$ cat config.mk
export PLATFORM = sky130hd
export DESIGN_NAME = adc_pack_s2mm
export DESIGN_NICKNAME = d
export VERILOG_FILES = /design/src/rtl/adc_pack_s2mm.sv
export SDC_FILE = /design/constraint.sdc
export NUM_CORES = 1
export LEC_CHECK = 0
export BUFFER_PORTS_ARGS = -buffer_cell sky130_fd_sc_hd__buf_2
export CAP_MARGIN = 20
export CORE_UTILIZATION = 56
export CTS_CLUSTER_DIAMETER = 30
export DETAILED_ROUTE_END_ITERATION = 8
export GPL_TIMING_DRIVEN = 0
export PLACE_DENSITY = 0.75
export SLEW_MARGIN = 20
export SYNTH_ARGS = -nofsm -noshare
export SYNTH_HDL_FRONTEND = slang
export SYNTH_SLANG_ARGS = --single-unit
$ cat constraint.sdc
create_clock -name sys_clk -period 7.98 [get_ports sys_clk]
set_clock_uncertainty 0.05 [all_clocks]
set_input_delay 1.197 -clock sys_clk [delete_from_list [all_inputs] [get_ports sys_clk]]
set_output_delay 1.197 -clock sys_clk [all_outputs]
set_load 0.01 [all_outputs]
$ cat src/rtl/adc_pack_s2mm.sv
// rtl/adc_pack_s2mm.sv - packs dual-channel ADC sample pairs into framed AXI-Stream beats for DMA S2MM

module adc_pack_fifo #(
    parameter int WIDTH = 64,
    parameter int DEPTH = 16
) (
    input  logic                   clk,
    input  logic                   rst,
    input  logic                   wr_en,
    input  logic [WIDTH-1:0]       wr_data,
    input  logic                   rd_en,
    output logic [WIDTH-1:0]       rd_data,
    output logic                   full,
    output logic                   empty,
    output logic [$clog2(DEPTH):0] count
);
    localparam int AW = $clog2(DEPTH);

    logic [WIDTH-1:0] mem [DEPTH];
    logic [AW-1:0]    wr_ptr;
    logic [AW-1:0]    rd_ptr;
    logic             do_wr;
    logic             do_rd;

    assign full    = (count == (AW+1)'(DEPTH));
    assign empty   = (count == '0);
    assign do_wr   = wr_en && !full;
    assign do_rd   = rd_en && !empty;
    assign rd_data = mem[rd_ptr];

    always_ff @(posedge clk) begin
        if (rst) begin
            wr_ptr <= '0;
            rd_ptr <= '0;
            count  <= '0;
        end else begin
            if (do_wr) wr_ptr <= wr_ptr + 1'b1;
            if (do_rd) rd_ptr <= rd_ptr + 1'b1;
            if (do_wr && !do_rd)
                count <= count + 1'b1;
            else if (!do_wr && do_rd)
                count <= count - 1'b1;
        end
    end

    always_ff @(posedge clk) begin
        if (do_wr) mem[wr_ptr] <= wr_data;
    end
endmodule

module adc_pack_s2mm #(
    parameter int DATA_WIDTH   = 64,
    parameter int SAMPLE_WIDTH = 12,
    parameter int FIFO_DEPTH   = 16
) (
    input  logic                    sys_clk,
    input  logic                    perif_rst,
    input  logic                    smp_valid,
    input  logic [SAMPLE_WIDTH-1:0] da_data,
    input  logic [SAMPLE_WIDTH-1:0] db_data,
    input  logic                    start,
    input  logic                    stop,
    input  logic [15:0]             frame_len,
    input  logic [15:0]             frame_num,
    output logic [DATA_WIDTH-1:0]   m_axis_tdata,
    output logic [DATA_WIDTH/8-1:0] m_axis_tkeep,
    output logic                    m_axis_tlast,
    output logic                    m_axis_tvalid,
    input  logic                    m_axis_tready,
    output logic                    busy,
    output logic                    overflow,
    output logic [15:0]             drop_cnt
);
    localparam int PAIRS = DATA_WIDTH / 32;
    localparam int KW    = DATA_WIDTH / 8;
    localparam int CW    = $clog2(PAIRS + 1);
    localparam int BW    = DATA_WIDTH + KW + 1;
    localparam int NW    = $clog2(FIFO_DEPTH) + 1;

    localparam logic [1:0] ST_IDLE  = 2'd0;
    localparam logic [1:0] ST_RUN   = 2'd1;
    localparam logic [1:0] ST_DRAIN = 2'd2;

    logic [1:0]            state;
    logic [15:0]           fl_lat;
    logic [15:0]           fn_lat;
    logic [15:0]           beat_idx;
    logic [15:0]           frame_cnt;
    logic [CW-1:0]         p;
    logic [CW-1:0]         fill;
    logic [DATA_WIDTH-1:0] pack_data;
    logic [DATA_WIDTH-1:0] pack_next;
    logic [DATA_WIDTH-1:0] stg_data;
    logic [KW-1:0]         part_keep;
    logic [KW-1:0]         stg_keep;
    logic                  stg_valid;
    logic                  stg_force_last;
    logic                  stg_last;
    logic [31:0]           pair;
    logic                  accept;
    logic                  beat_full;
    logic                  stop_run;
    logic                  stage_full;
    logic                  stage_part;
    logic                  wr_ok;
    logic                  drop;
    logic                  frame_done;
    logic                  fifo_rd;
    logic                  drained;
    logic                  fifo_full;
    logic                  fifo_empty;
    logic [NW-1:0]         fifo_count;
    logic [BW-1:0]         fifo_rd_data;

    assign pair = {16'(db_data), 16'(da_data)};

    // Write stage: the staged beat's tlast and the drop decision are resolved
    // together, so beat_idx only advances for beats that reach the FIFO.
    assign stg_last   = stg_force_last || (beat_idx == fl_lat - 16'd1);
    assign wr_ok      = stg_valid && !fifo_full;
    assign drop       = stg_valid && fifo_full;
    assign frame_done = wr_ok && stg_last && (fn_lat != 16'd0) && (frame_cnt == fn_lat - 16'd1);

    assign accept     = (state == ST_RUN) && smp_valid && !frame_done;
    assign stop_run   = (state == ST_RUN) && stop && !frame_done;
    assign fill       = p + CW'(accept);
    assign beat_full  = (fill == CW'(PAIRS));
    assign stage_full = accept && beat_full;
    assign stage_part = stop_run && !beat_full && (fill != '0);

    assign fifo_rd = m_axis_tvalid && m_axis_tready;
    assign drained = !stg_valid && ((fifo_count == '0) || ((fifo_count == NW'(1)) && fifo_rd));

    always_comb begin
        pack_next = pack_data;
        if (accept) pack_next[32*p +: 32] = pair;
        part_keep = '0;
        for (int k = 0; k < PAIRS; k++) begin
            if (k < int'(fill)) part_keep[4*k +: 4] = 4'hF;
        end
    end

    adc_pack_fifo #(
        .WIDTH (BW),
        .DEPTH (FIFO_DEPTH)
    ) u_fifo (
        .clk     (sys_clk),
        .rst     (perif_rst),
        .wr_en   (stg_valid),
        .wr_data ({stg_last, stg_keep, stg_data}),
        .rd_en   (fifo_rd),
        .rd_data (fifo_rd_data),
        .full    (fifo_full),
        .empty   (fifo_empty),
        .count   (fifo_count)
    );

    assign m_axis_tvalid = !fifo_empty;
    assign {m_axis_tlast, m_axis_tkeep, m_axis_tdata} = fifo_empty ? '0 : fifo_rd_data;
    assign busy = (state != ST_IDLE);

    always_ff @(posedge sys_clk) begin
        if (perif_rst) begin
            state          <= ST_IDLE;
            fl_lat         <= 16'd0;
            fn_lat         <= 16'd0;
            beat_idx       <= 16'd0;
            frame_cnt      <= 16'd0;
            p              <= '0;
            pack_data      <= '0;
            stg_valid      <= 1'b0;
            stg_data       <= '0;
            stg_keep       <= '0;
            stg_force_last <= 1'b0;
            overflow       <= 1'b0;
            drop_cnt       <= 16'd0;
        end else begin
            stg_valid <= stage_full || stage_part;
            if (stage_full || stage_part) begin
                stg_data       <= pack_next;
                stg_keep       <= beat_full ? '1 : part_keep;
                stg_force_last <= stage_part;
            end

            if (wr_ok) begin
                if (stg_last) begin
                    beat_idx  <= 16'd0;
                    frame_cnt <= frame_cnt + 16'd1;
                end else begin
                    beat_idx <= beat_idx + 16'd1;
                end
            end
            if (drop) begin
                overflow <= 1'b1;
                if (drop_cnt != 16'hFFFF) drop_cnt <= drop_cnt + 16'd1;
            end

            case (state)
                ST_IDLE: begin
                    if (start) begin
                        fl_lat    <= (frame_len == 16'd0) ? 16'd1 : frame_len;
                        fn_lat    <= frame_num;
                        p         <= '0;
                        pack_data <= '0;
                        beat_idx  <= 16'd0;
                        frame_cnt <= 16'd0;
                        overflow  <= 1'b0;
                        drop_cnt  <= 16'd0;
                        state     <= ST_RUN;
                    end
                end
                ST_RUN: begin
                    // The pack register is cleared on every hand-off so unfilled
                    // pairs of a partial beat are already zero.
                    if (accept) begin
                        p         <= beat_full ? '0 : fill;
                        pack_data <= beat_full ? '0 : pack_next;
                    end
                    if (stop_run || frame_done) begin
                        p         <= '0;
                        pack_data <= '0;
                        state     <= ST_DRAIN;
                    end
                end
                ST_DRAIN: begin
                    if (drained) state <= ST_IDLE;
                end
                default: state <= ST_IDLE;
            endcase
        end
    end
endmodule
==> metrics <==
initial antenna violation count=17; Async SR Flop Fraction=0; Root Buffer=clkbuf_16; Critical Path Sink Type=flip-flop; Fillers=approximately 5600; worst rel slew slack=0.2334; Sequential Area=36880 um^2; count leader, synth=edfxtp_1; minimum clock period=roughly 7 ns; flop-to-flop setup slack=between 0.8 and 0.9 ns; largest net degree at the start of global routing=22; worst setup path class=flip-flop to flip-flop; hold_sp=pack_data[6]; routed wire length=between 100 and 150 mm; area leader, netlist=edfxtp_1; clk buf depth=3; hold worst-path end=pack_data[6]; post-layout util=0.6841; crit-path leading delay family=simple AND/OR/NAND/NOR gates; LEAKAGE=between 20 and 25 nW; Max VDD drop=between 0.0002 and 0.00025 V; Core Region=approximately 92000 um^2; first-pass GRT wire length=between 200 and 250 mm; Hold Path Class=flip-flop to flip-flop; Crit-path slowest cell=nor3_2; Clk Latency, worst-skew pair=a little under 0.8 ns; io pins=about 150; Num CTS Buffers=between 200 and 250; DRT Pass-1 Iters=6; WP buf/inv=6; Placed Area=about 56000 um^2; multi-input logic area=between 10000 and 15000 um^2; CTS-repair resized insts=0; Crit path top cell by count=clkbuf_1; final instance area=62700 um^2; GRT Total Usage=0.3133; GPL Wtd Cong=a little over 0.9; pwr dens=just over 300 nW/um^2; CP max stage delay=~0.73 ns; Routed WL per cell=about 30 um; Starting Density=0.5649; CP Launch Type=flip-flop; EDFF count, synth=between 1000 and 1500; antenna-violating nets left=0; Area growth syn-to-layout=21.10%; post-synthesis register bit count=1306; Hold Path Stages=2; Max Fclk=between 100 and 150 MHz; post-DP HPWL=around 87 mm; Final period util=0.8971; Reg clk slew, reported paths=around 0.050 ns; CTS Sinks=around 1300; Post-synth top cells=edfxtp_1, mux4_2, dfxtp_1, nor2_1, nand2_1; Mapped Nets=~3000; Via density=around 6.5; Synth area leaders=edfxtp_1, mux4_2, dfxtp_1; ys flop type=edfxtp_1; CTS tree=yes; Die Y=306.1 um; Fin Hold WS=roughly 0.40 ns; htree depth=4; Critical R2R Launch=fl_lat[0]; status=completed; hold buffer count at cts=0; FF-to-FF path depth=21; Max-Cap Viols=0; Buffers on Ports=between 150 and 200; RSZ-0062 raised after global routing=false; die area=around 94000 um^2; Syn Std Cell Area=~52000 um^2; Reg-to-Reg End=stg_data[62]; layout cells sized above 1=0.2767; dpl ws=about 1.2 ns; worst slew pin tran=around 1.1 ns; crit-path max FO=21; Synth Warn #=0; Post-route DRC=0; Mean Syn Cell Area=about 18 um^2; row cnt=roughly 110; post-CTS setup buffers=0; Seq/Total Area, Yosys=0.7122; top cell type's share of synthesized area=0.6217; vias in the first global route=about 32000; Syn Inst Count=~3000; total number of vias=between 30000 and 40000; first-iteration detailed-routing DRC count=~4200; global route overflow=0; Final Hold Viols=0; Slew Viols, Final=0; # setup viols final=0; Yosys cell types=60; Critical Path AT=around 8 ns; Die Wd=306.1 um; Cell Chain, Critical Path=inv_1 > ha_1 > clkbuf_1 > nor3b_1 > nand4_1 > nand2b_1 > a31oi_1 > a41oi_2 > inv_2 > nand4_1 > clkbuf_1 > clkbuf_1 > and3_1 > ha_1 > xnor2_1 > nor2_1 > a22oi_1 > nor3_2 > clkbuf_1 > nand3_1 > a21oi_1; Nets=3493; Req. time, crit path=8.64 ns; setup ws final=just over 0.8 ns
-- flip-flops by register name, indices dropped and copies added, names as in the netlist, 5 cells and up, named ones only --
register      cells
drop_cnt         16
beat_idx         16
fn_lat           16
fl_lat           16
pack_data        64
stg_data         64
u_fifo.count      5
u_fifo.mem     1072
frame_cnt        16
-- cell usage in the layout (no fill, tap or decap), drive strengths merged, types with 44 or more instances in the layout --
cell type,Yosys,final
a211oi,49,49
clkinv,0,88
inv,42,79
clkbuf,140,385
and2,108,108
nor2,151,151
a21oi,116,116
nor3,64,64
edfxtp,1072,1072
buf,56,292
dfxtp,234,234
xor2,44,44
mux4,335,335
nand2,147,147
nand3,47,47
o2111ai,45,45
-- worst reg2reg max path, cell delays in order, from the launching register on --
cell      delay [ns]
dfxtp_1         0.35
inv_1           0.09
ha_1            0.14
clkbuf_1        0.28
nor3b_1         0.72
nand4_1         0.21
nand2b_1        0.20
a31oi_1         0.27
a41oi_2         0.24
inv_2           0.36
nand4_1         0.56
clkbuf_1        0.42
clkbuf_1        0.37
and3_1          0.30
ha_1            0.22
xnor2_1         0.16
nor2_1          0.20
a22oi_1         0.13
nor3_2          0.73
clkbuf_1        0.70
nand3_1         0.18
a21oi_1         0.21
-- kinds of logic (layout without fill, tap and decap cells) --
| family | Yosys count | count (layout) | share of synthesized area |
|---|---|---|---|
| xor+xnor | 87 | 87 | 0.01472 |
| other cells | 0 | 10 | 0 |
| flops | 1306 | 1306 | 0.7122 |
| simple gates | 647 | 647 | 0.06247 |
| mux | 343 | 343 | 0.1473 |
| compound gates | 318 | 318 | 0.04130 |
| fa+ha+maj | 17 | 17 | 0.004108 |
| buf+inv | 238 | 878 | 0.01798 |
-- layout make-up --
class / instances / area share
Tap cell: 1186 / 0.02367
Antenna cell: 10 / 0.0003991
Sequential cell: 1306 / 0.5881
Clock inverter: 159 / 0.02420
Buffer: 196 / 0.01275
Timing Repair Buffer: 247 / 0.03720
Inverter: 42 / 0.002514
Multi-Input combinational cell: 1412 / 0.2246
Clock buffer: 234 / 0.08658
-- worst max-delay path by stage --
stage                               start  depth (start not counted)                 to
after floorplan           u_fifo.count[0]                         10   u_fifo.mem[0][0]
after global placement    u_fifo.count[0]                         10  u_fifo.mem[0][34]
after detailed placement        fl_lat[0]                         21       stg_data[46]
after CTS                       fl_lat[0]                         21       stg_data[13]
after global routing            fl_lat[0]                         21       stg_data[44]
final                           fl_lat[0]                         21       stg_data[62]
-- report_power, final --
part | total, mW | internal (mW) | switching [mW]
Sequential | 7.42 | 7.35 | 0.0716
Combinational | 2.86 | 1.23 | 1.62
Clock | 8.80 | 5.40 | 3.40
Total | 19.1 | 14.0 | 5.09
-- layer usage --
layer  part of all wire  track usage  up-vias  wire length [um]
met5             0.0011            0        -               163
met4              0.030       0.1140       26              4327
met3               0.11      0.07514      336             15350
met2               0.49       0.5105     2042             70970
met1               0.37       0.4139    16014             53620
li1                   -            -    12825                 -
-- per-stage QoR --
stage,power (mW),std cells,setup TNS (ns)
4_1_cts,19.14,4782,0
6_report,19.08,4792,0
2_1_floorplan,9.398,2956,0
3_3_place_gp,10.29,4294,-2529.66
5_1_grt,19.58,4782,0
3_5_place_dp,10.36,4389,0
No activity file was read; power rests on OpenSTA's default activity.
